[config.mk]
export PLATFORM = sky130hd
export DESIGN_NAME = instr_encoder
export DESIGN_NICKNAME = d
export VERILOG_FILES = /design/src/rtl/instr_encoder.sv
export SDC_FILE = /design/constraint.sdc
export NUM_CORES = 1
export LEC_CHECK = 0
export ABC_AREA = 1
export BUFFER_PORTS_ARGS = -buffer_cell sky130_fd_sc_hd__clkbuf_2
export CAP_MARGIN = 15
export CORE_UTILIZATION = 45
export CTS_CLUSTER_DIAMETER = 150
export DETAILED_ROUTE_END_ITERATION = 10
export PLACE_DENSITY = 0.73
export SETUP_SLACK_MARGIN = 0.4
export SYNTH_ARGS = -nofsm -noshare
export SYNTH_HDL_FRONTEND = slang
export SYNTH_SLANG_ARGS = --single-unit
[constraint.sdc]
create_clock -name clk_i -period 2.01 [get_ports clk_i]
set_clock_uncertainty 0.05 [all_clocks]
set_input_delay 0.3015 -clock clk_i [delete_from_list [all_inputs] [get_ports clk_i]]
set_output_delay 0.3015 -clock clk_i [all_outputs]
set_load 0.005 [all_outputs]
[src/rtl/instr_encoder.sv]
// RV32 instruction encoder: packs R/I/S/B fields into a 32-bit word, flags immediates
// that do not fit the format, and queues words for an instruction-memory writer.
module instr_encoder #(
    parameter int unsigned         DEPTH     = 2,
    parameter int unsigned         ADDR_W    = 32,
    parameter logic [ADDR_W-1:0]   BASE_ADDR = '0
) (
    input  logic              clk_i,
    input  logic              rst_i,
    input  logic              valid_i,
    output logic              ready_o,
    input  logic [1:0]        fmt_i,
    input  logic [6:0]        opcode_i,
    input  logic [2:0]        funct3_i,
    input  logic [6:0]        funct7_i,
    input  logic [4:0]        rd_i,
    input  logic [4:0]        rs1_i,
    input  logic [4:0]        rs2_i,
    input  logic [31:0]       imm_i,
    output logic              valid_o,
    input  logic              ready_i,
    output logic [31:0]       instr_o,
    output logic              err_o,
    output logic [ADDR_W-1:0] addr_o,
    output logic [7:0]        err_cnt_o
);

    localparam int unsigned PTR_W = (DEPTH > 1) ? $clog2(DEPTH) : 1;
    localparam int unsigned CNT_W = PTR_W + 1;

    typedef enum logic [1:0] {
        FMT_R = 2'd0,
        FMT_I = 2'd1,
        FMT_S = 2'd2,
        FMT_B = 2'd3
    } fmt_e;

    typedef struct packed {
        logic        err;
        logic [31:0] instr;
    } entry_t;

    entry_t            mem [DEPTH];
    logic [PTR_W-1:0]  wr_ptr;
    logic [PTR_W-1:0]  rd_ptr;
    logic [CNT_W-1:0]  count;
    logic [ADDR_W-1:0] addr_q;
    logic [7:0]        err_cnt_q;

    logic        push;
    logic        pop;
    logic        fits_12;
    logic        fits_13;
    logic [31:0] enc_word;
    logic        enc_err;

    // ready_o looks only at occupancy, so a full FIFO never takes a push even while popping.
    assign ready_o = (count != CNT_W'(DEPTH));
    assign valid_o = (count != '0);
    assign push    = valid_i && ready_o;
    assign pop     = valid_o && ready_i;

    // A value fits N signed bits when everything above bit N-2 is pure sign extension.
    assign fits_12 = (&imm_i[31:11]) || !(|imm_i[31:11]);
    assign fits_13 = (&imm_i[31:12]) || !(|imm_i[31:12]);

    // NOTE: every output of this block gets a value before the case, so no path leaves
    // enc_word/enc_err unassigned and no latch is inferred.
    always_comb begin
        enc_word = {funct7_i, rs2_i, rs1_i, funct3_i, rd_i, opcode_i};
        enc_err  = 1'b0;
        case (fmt_e'(fmt_i))
            FMT_I: begin
                enc_word = {imm_i[11:0], rs1_i, funct3_i, rd_i, opcode_i};
                enc_err  = !fits_12;
            end
            FMT_S: begin
                enc_word = {imm_i[11:5], rs2_i, rs1_i, funct3_i, imm_i[4:0], opcode_i};
                enc_err  = !fits_12;
            end
            FMT_B: begin
                enc_word = {imm_i[12], imm_i[10:5], rs2_i, rs1_i, funct3_i,
                            imm_i[4:1], imm_i[11], opcode_i};
                enc_err  = !fits_13 || imm_i[0];
            end
            default: ;
        endcase
    end

    // NOTE: the storage array is cleared on reset (it is only DEPTH entries) so the head
    // reads as zero straight out of reset; sequential state uses non-blocking assignments.
    always_ff @(posedge clk_i) begin
        if (rst_i) begin
            wr_ptr    <= '0;
            rd_ptr    <= '0;
            count     <= '0;
            addr_q    <= BASE_ADDR;
            err_cnt_q <= '0;
            for (int i = 0; i < int'(DEPTH); i++) begin
                mem[i] <= '0;
            end
        end else begin
            if (push) begin
                mem[wr_ptr] <= '{err: enc_err, instr: enc_word};
                wr_ptr      <= wr_ptr + PTR_W'(1);
                if (enc_err && (err_cnt_q != 8'hFF)) begin
                    err_cnt_q <= err_cnt_q + 8'd1;
                end
            end
            if (pop) begin
                rd_ptr <= rd_ptr + PTR_W'(1);
                addr_q <= addr_q + ADDR_W'(4);
            end
            case ({push, pop})
                2'b10:   count <= count + CNT_W'(1);
                2'b01:   count <= count - CNT_W'(1);
                default: ;
            endcase
        end
    end

    assign instr_o   = mem[rd_ptr].instr;
    assign err_o     = mem[rd_ptr].err;
    assign addr_o    = addr_q;
    assign err_cnt_o = err_cnt_q;

endmodule
**Yosys cells after proc, flatten, opt, wreduce, memory -nomap -nowiden**

Memory sizes are Yosys's and may differ from the RTL's. A register that Yosys moved wholly into a read port is not among the register bits.
Index checks and enable logic that the tools add are counted.

- Add/subtract/negate cells: 6
- $mul: 0
- Div/mod/pow operators: 0
- $lt $le $gt $ge: 0
- Eq/ne operators: 7
- Shift operators: 0
- Muxes and demuxes: 13
- Bitwise gates (word level): 0
- Reductions and logical operators: 19

Operators with widths:

| kind | number |
|---|---|
| $pmux 32 s3 | 1 |
| $mux 33 | 1 |
| $reduce_or 33->1 | 1 |
| $add 32x3->32 const B | 1 |
| $reduce_and 21->1 | 1 |
| $reduce_or 21->1 | 1 |
| $reduce_and 20->1 | 1 |
| $reduce_or 20->1 | 1 |
| $mux 1 | 9 |
| $add 8x1->8 const B | 1 |
| $ne 8x8->1 const B | 1 |
| $eq 2x2->1 const B | 3 |
| $eq 2x1->1 const B | 2 |
| $logic_not 1->1 | 4 |
| $pmux 2 s2 | 1 |
| $reduce_bool 2->1 | 2 |
| $logic_and 1x1->1 | 3 |
| $logic_or 1x1->1 | 3 |
| $add 1x1->1 const B | 2 |
| $add 2x1->2 const B | 1 |
| $ne 2x2->1 const B | 1 |
| $pmux 1 s2 | 1 |
| $reduce_and 2->1 | 1 |
| $reduce_or 2->1 | 1 |
| $sub 2x1->2 const B | 1 |

- Register bits: 44
- Latch bits: 0
- RAM bits: 66
- Bits in read-only memories: 0
- Input bits: 70
- Output and inout port bits: 75
- Logic and storage cells: 51
- Memories: 1

Memory list:

| memory | words | bits a word | read ports | clocked after Yosys merged registers in | write ports | RTL line | source |
|---|---|---|---|---|---|---|---|
| mem | 2 | 33 | 1 | 1 | 2 | 43 | `entry_t mem [DEPTH];` |

**Depth between registers and ports, before layout**

- Word-level depth: 8
- Depth in mapped cells: 13
- Mapped depth without buffers: 13

**Worst setup path after synthesis**

No wires, ideal clock.

- Kind: register to register
- Start: register count[0]
- End: memory mem[1][0] (netlist bit) (enable)
- Library setup time: 0.391 ns
- Data arrival time: 1.832 ns
- Data required time: 1.569 ns
- Setup slack: -0.263 ns
- Stages on the path, launching flop included: 9
- Path buffers: 2
- Period minus slack after synthesis: 2.273 ns
- Path through: dfxtp_1 > inv_2 > nand2_1 > nand2_1 > nor2_1 > inv_1 > buf_2 > buf_2 > nand2_1

RTL lines:

| item | RTL line | source |
|---|---|---|
| start: declaration | 46 | `logic [CNT_W-1:0] count;` |
| start signal: assignment | 115 | `2'b10: count <= count + CNT_W'(1);` |
| start signal: assignment | 116 | `2'b01: count <= count - CNT_W'(1);` |
| end: declaration | 43 |  |

==> metrics.sh <==
WORSTHOLDPATHTYPE='in -> reg'
SYNTH_AREA_LEADERS='edfxtp_1 (37%), dfxtp_1 (16%), nor2_1 (8.5%), mux2_2 (6.9%), inv_1 (5.2%)'
PLACE_AREA_MM2=0.00637
P_PER_AREA_mW_PER_MM2=785
CP.ARRIVAL_NS=1.40
GP_ROUTABILITY_CONGESTION=0.920
LAYOUT_COMMON_CELLS='clkbuf_2 (138), nor2_1 (115), inv_1 (69)'
VIAS=4767
SYNTH_SEQ_CELLS=109
CTS_BUFFER_DEPTH=2
NUMCTSBUFFERS=9
FIN_TOTAL_PWR_mW=5.74
SW_FRAC_OF_TOTAL_PCT=27.5
ROWS=39
INTERNAL-POWER_mW=4.16
PEAKVDDDROP_mV=0.486
TOP_CELL_TYPE_S_SHARE_OF_SYNTHESIZED_AREA_PCT=36.7
IOS=145
GLOBAL_ROUTE.USAGE.TOTAL_PCT=21.5
CLOCKPOWERSHARE_PCT=31.6
CORE_AREA_MM2=0.0116
IO_PORT_BUFS=142
TIMING.CRITICAL_PATH.REQUIRED_NS=1.66
SYNTH_COMPOUND_GATE_AREA_SHARE_PCT=7.59
INITIAL_CORE_UTIL_PCT=46.7
WORST_PATH_MAX_FANOUT=16
FIRST_GLOBAL_VIAS=4622
CELL_AT_THE_ROOT_OF_THE_CLOCK_TREE='clkbuf_16'
P_LEAK_nW=3.31
CRIT-REG2REG-CAPTURE='addr_o[20]'
MUXSHAREOFSYNTHAREA_PCT=7.43
FINAL.MIN_CLOCK_PERIOD_NS=1.75
ANTENNA_FOUND_INITIAL=0
SYNTH_TO_FINAL_AREA_CHANGE_PCT=35.4
N_ANTENNA_CELL=0
CRITICAL_R2R_LAUNCH='count[0]'
ROUTE.ANTENNA.REMAINING_NETS=0
SYN_AVG_CELL_AREA_UM2=9.08
FINALMAXSLEWVIOLATIONS=0
END_KIND='output port'
AVGVIACOUNTPERCELL=5.19
SYNTH_CELL_TYPES=40
STATUS='finished, violations left'
DIE-AREA_MM2=0.0125
CRITICAL_PATH.STARTPOINT_TYPE='flip-flop'
POST-ROUTE-DRC-COUNT=10
DRT_PRE_ANTENNA_ITERS=8
SUM_NEG_SETUP_SLACK_NS=0
DIE-WIDTH_UM=112
DP_HPWL_UM=9060
LAYOUT.CELL_AREA.NON_FILLER_MM2=0.00732
CTS_TREE='yes'
MAXCLOCKFREQUENCY_MHz=573
SYNTHDOMINANTAREACELLTYPE='edfxtp_1'
MOST_COMMON_CELL_AFTER_LAYOUT_FILL_AND_TAPS_ASIDE='clkbuf_2'
GRT_FIRST_PASS_WIRELENGTH_UM=21300
GRT_SETUP_UNREPAIRED='yes'
DIE_Y_UM=112
CLOCK_INSERTION_DELAY_WORST_SKEW_NS=0.35
FINAL_NETS=848
CRITICAL_PATH.ENDPOINT='instr_o[1]'
CLOCK_PIN_SLEW_ON_THE_WORST_SETUP_AND_HOLD_PATHS_NS=0.07
MIN_PERIOD_OVER_PERIOD_PCT=86.9
DRIVE_ABOVE_1_SHARE_PCT=41.5
YOSYS_WARNINGS=0
SETUP_CRIT_PATH_KIND='reg -> out'
MAXCAPVIOLCOUNT=0
SYNTH-SEQ-AREA-SHARE_PCT=52.6
CTS-HOLD-FIX-BUFFERS=0
FINAL_HOLD_VIOL_COUNT=0
WORST-R2R-CELL-COUNT=10
SYNTH_TOP_FAMILY_BY_AREA='simple AND/OR/NAND/NOR gates'
GRT_START_MAX_NET_PINS=35
CLOCK-SINKS=109
SYNTH_CELLS=595
DRT_ITER0_DRC=306
GRT_OVERFLOW=0
YOSYS.AREA_SHARE.XOR_XNOR_PCT=1.62
ROUTED_WL_UM=14000
WIRE_PER_INST_UM=15.2
FAILED_CHECKS='design-rule violations'
SWITCHING_POWER_mW=1.58
POWER.SEQUENTIAL.FRACTION_PCT=46.3
SYNTH-SIMPLE-AREA-SHARE_PCT=22.1
HTREE_NUM_LEVELS=3
R2R_SLACK_NS=0.29
MAPPEDNETLISTAREA_MM2=0.00541
SYNTHADDERAREAFRAC_PCT=1.62
FINAL-SETUP-VIOL-COUNT=0
COMBINATIONAL_SHARE_OF_POWER_PCT=22.1
[worst min-delay path by stage]
stage | startpoint | end | cells after the start
6_report | funct3_i[2] | mem[0][14] | 3
5_1_grt | opcode_i[4] | mem[0][4] | 3
4_1_cts | rs1_i[4] | mem[0][19] | 3
3_5_place_dp | rd_ptr | rd_ptr | 1
3_3_place_gp | rd_ptr | rd_ptr | 1
2_1_floorplan | rd_ptr | flip-flop | 1
[worst max-delay path, cell delays in order (launching register included)]
cell and delay [ns]:
dfxtp_4 0.42, buf_16 0.17, mux2_2 0.35, clkbuf_2 0.11
[cell usage after synthesis, drive strengths merged]
library cell  number
a31oi              2
and2               1
inv               78
nand2             78
nand3             15
mux2i              3
nor3              12
clkbuf            14
nor3b              4
a22oi              6
nand4             17
mux2              33
nor2             128
conb               1
a21oi             30
xor2               8
a22o               1
a32oi              1
ha                 7
o21ai             22
nor4               2
xnor2              2
edfxtp            66
dfxtp             43
o21a               2
buf                5
a21boi             1
clkinv             1
or2                5
o21bai             7
[layout make-up]
class / count / area (µm²)
fill: 937 / 4240
clock buffer: 9 / 225
sequential: 109 / 2880
tap: 143 / 179
clock inverter: 7 / 73.8
multi-input combinational: 391 / 2540
timing repair buffer: 181 / 1110
inverter: 79 / 308
[timing repair]
| item | 4_1_cts | 5_1_grt |
|---|---|---|
| gates resized for setup | 31 | 87 |
| pin swaps | 14 | 21 |
| setup endpoints to repair | 138 | 173 |
| gates cloned | 1 | 3 |
| setup buffers | 17 | 11 |
[cell families after synthesis]
logic type,Yosys count
AND/OR/NAND/NOR,262
flip-flops,109
buffers and inverters,98
AO/OA/AOI/OAI,72
multiplexers,36
XOR/XNOR,10
adder cells (fa/ha/maj),7
other,1
[flip-flops by register name, indices dropped and copies added, names as in the netlist, named ones only]
signal,flops
mem,66
addr_o,30
count,2
rd_ptr,1
err_cnt_o,8
wr_ptr,1
[per-stage QoR]
step / utilization (%) / hold WS, ns / setup slack [ns] / instances
after floorplan: - / 0.375 / 0.408 / 596
after global placement: 55.1 / 0.384 / 0.216 / 871
after detailed placement: 55.1 / 0.396 / 0.102 / 871
after CTS: 59.8 / 0.199 / 0.239 / 905
after global routing: 63.3 / 0.228 / 0.197 / 919
final: 63.3 / 0.212 / 0.263 / 919
[per-layer routing]
| metal | up-vias | track usage [%] | wire length (µm) |
|---|---|---|---|
| met5 | - | 0 | 0 |
| met4 | 0 | 9.82 | 401 |
| met3 | 32 | 3.97 | 767 |
| met2 | 165 | 38.2 | 7200 |
| met1 | 2242 | 25.4 | 5600 |
| li1 | 2328 | - | - |
[power groups by stage]
stage | registers, mW | logic, mW | clock network (mW)
finish | 2.66 | 1.27 | 1.82
global route | 2.68 | 1.38 | 1.92
CTS | 2.65 | 1.11 | 1.84
detailed placement | 2.68 | 1.03 | 0
global placement | 2.67 | 1.01 | 0
floorplan | 2.66 | 0.633 | 0
Power figures use the tool's default switching activity.
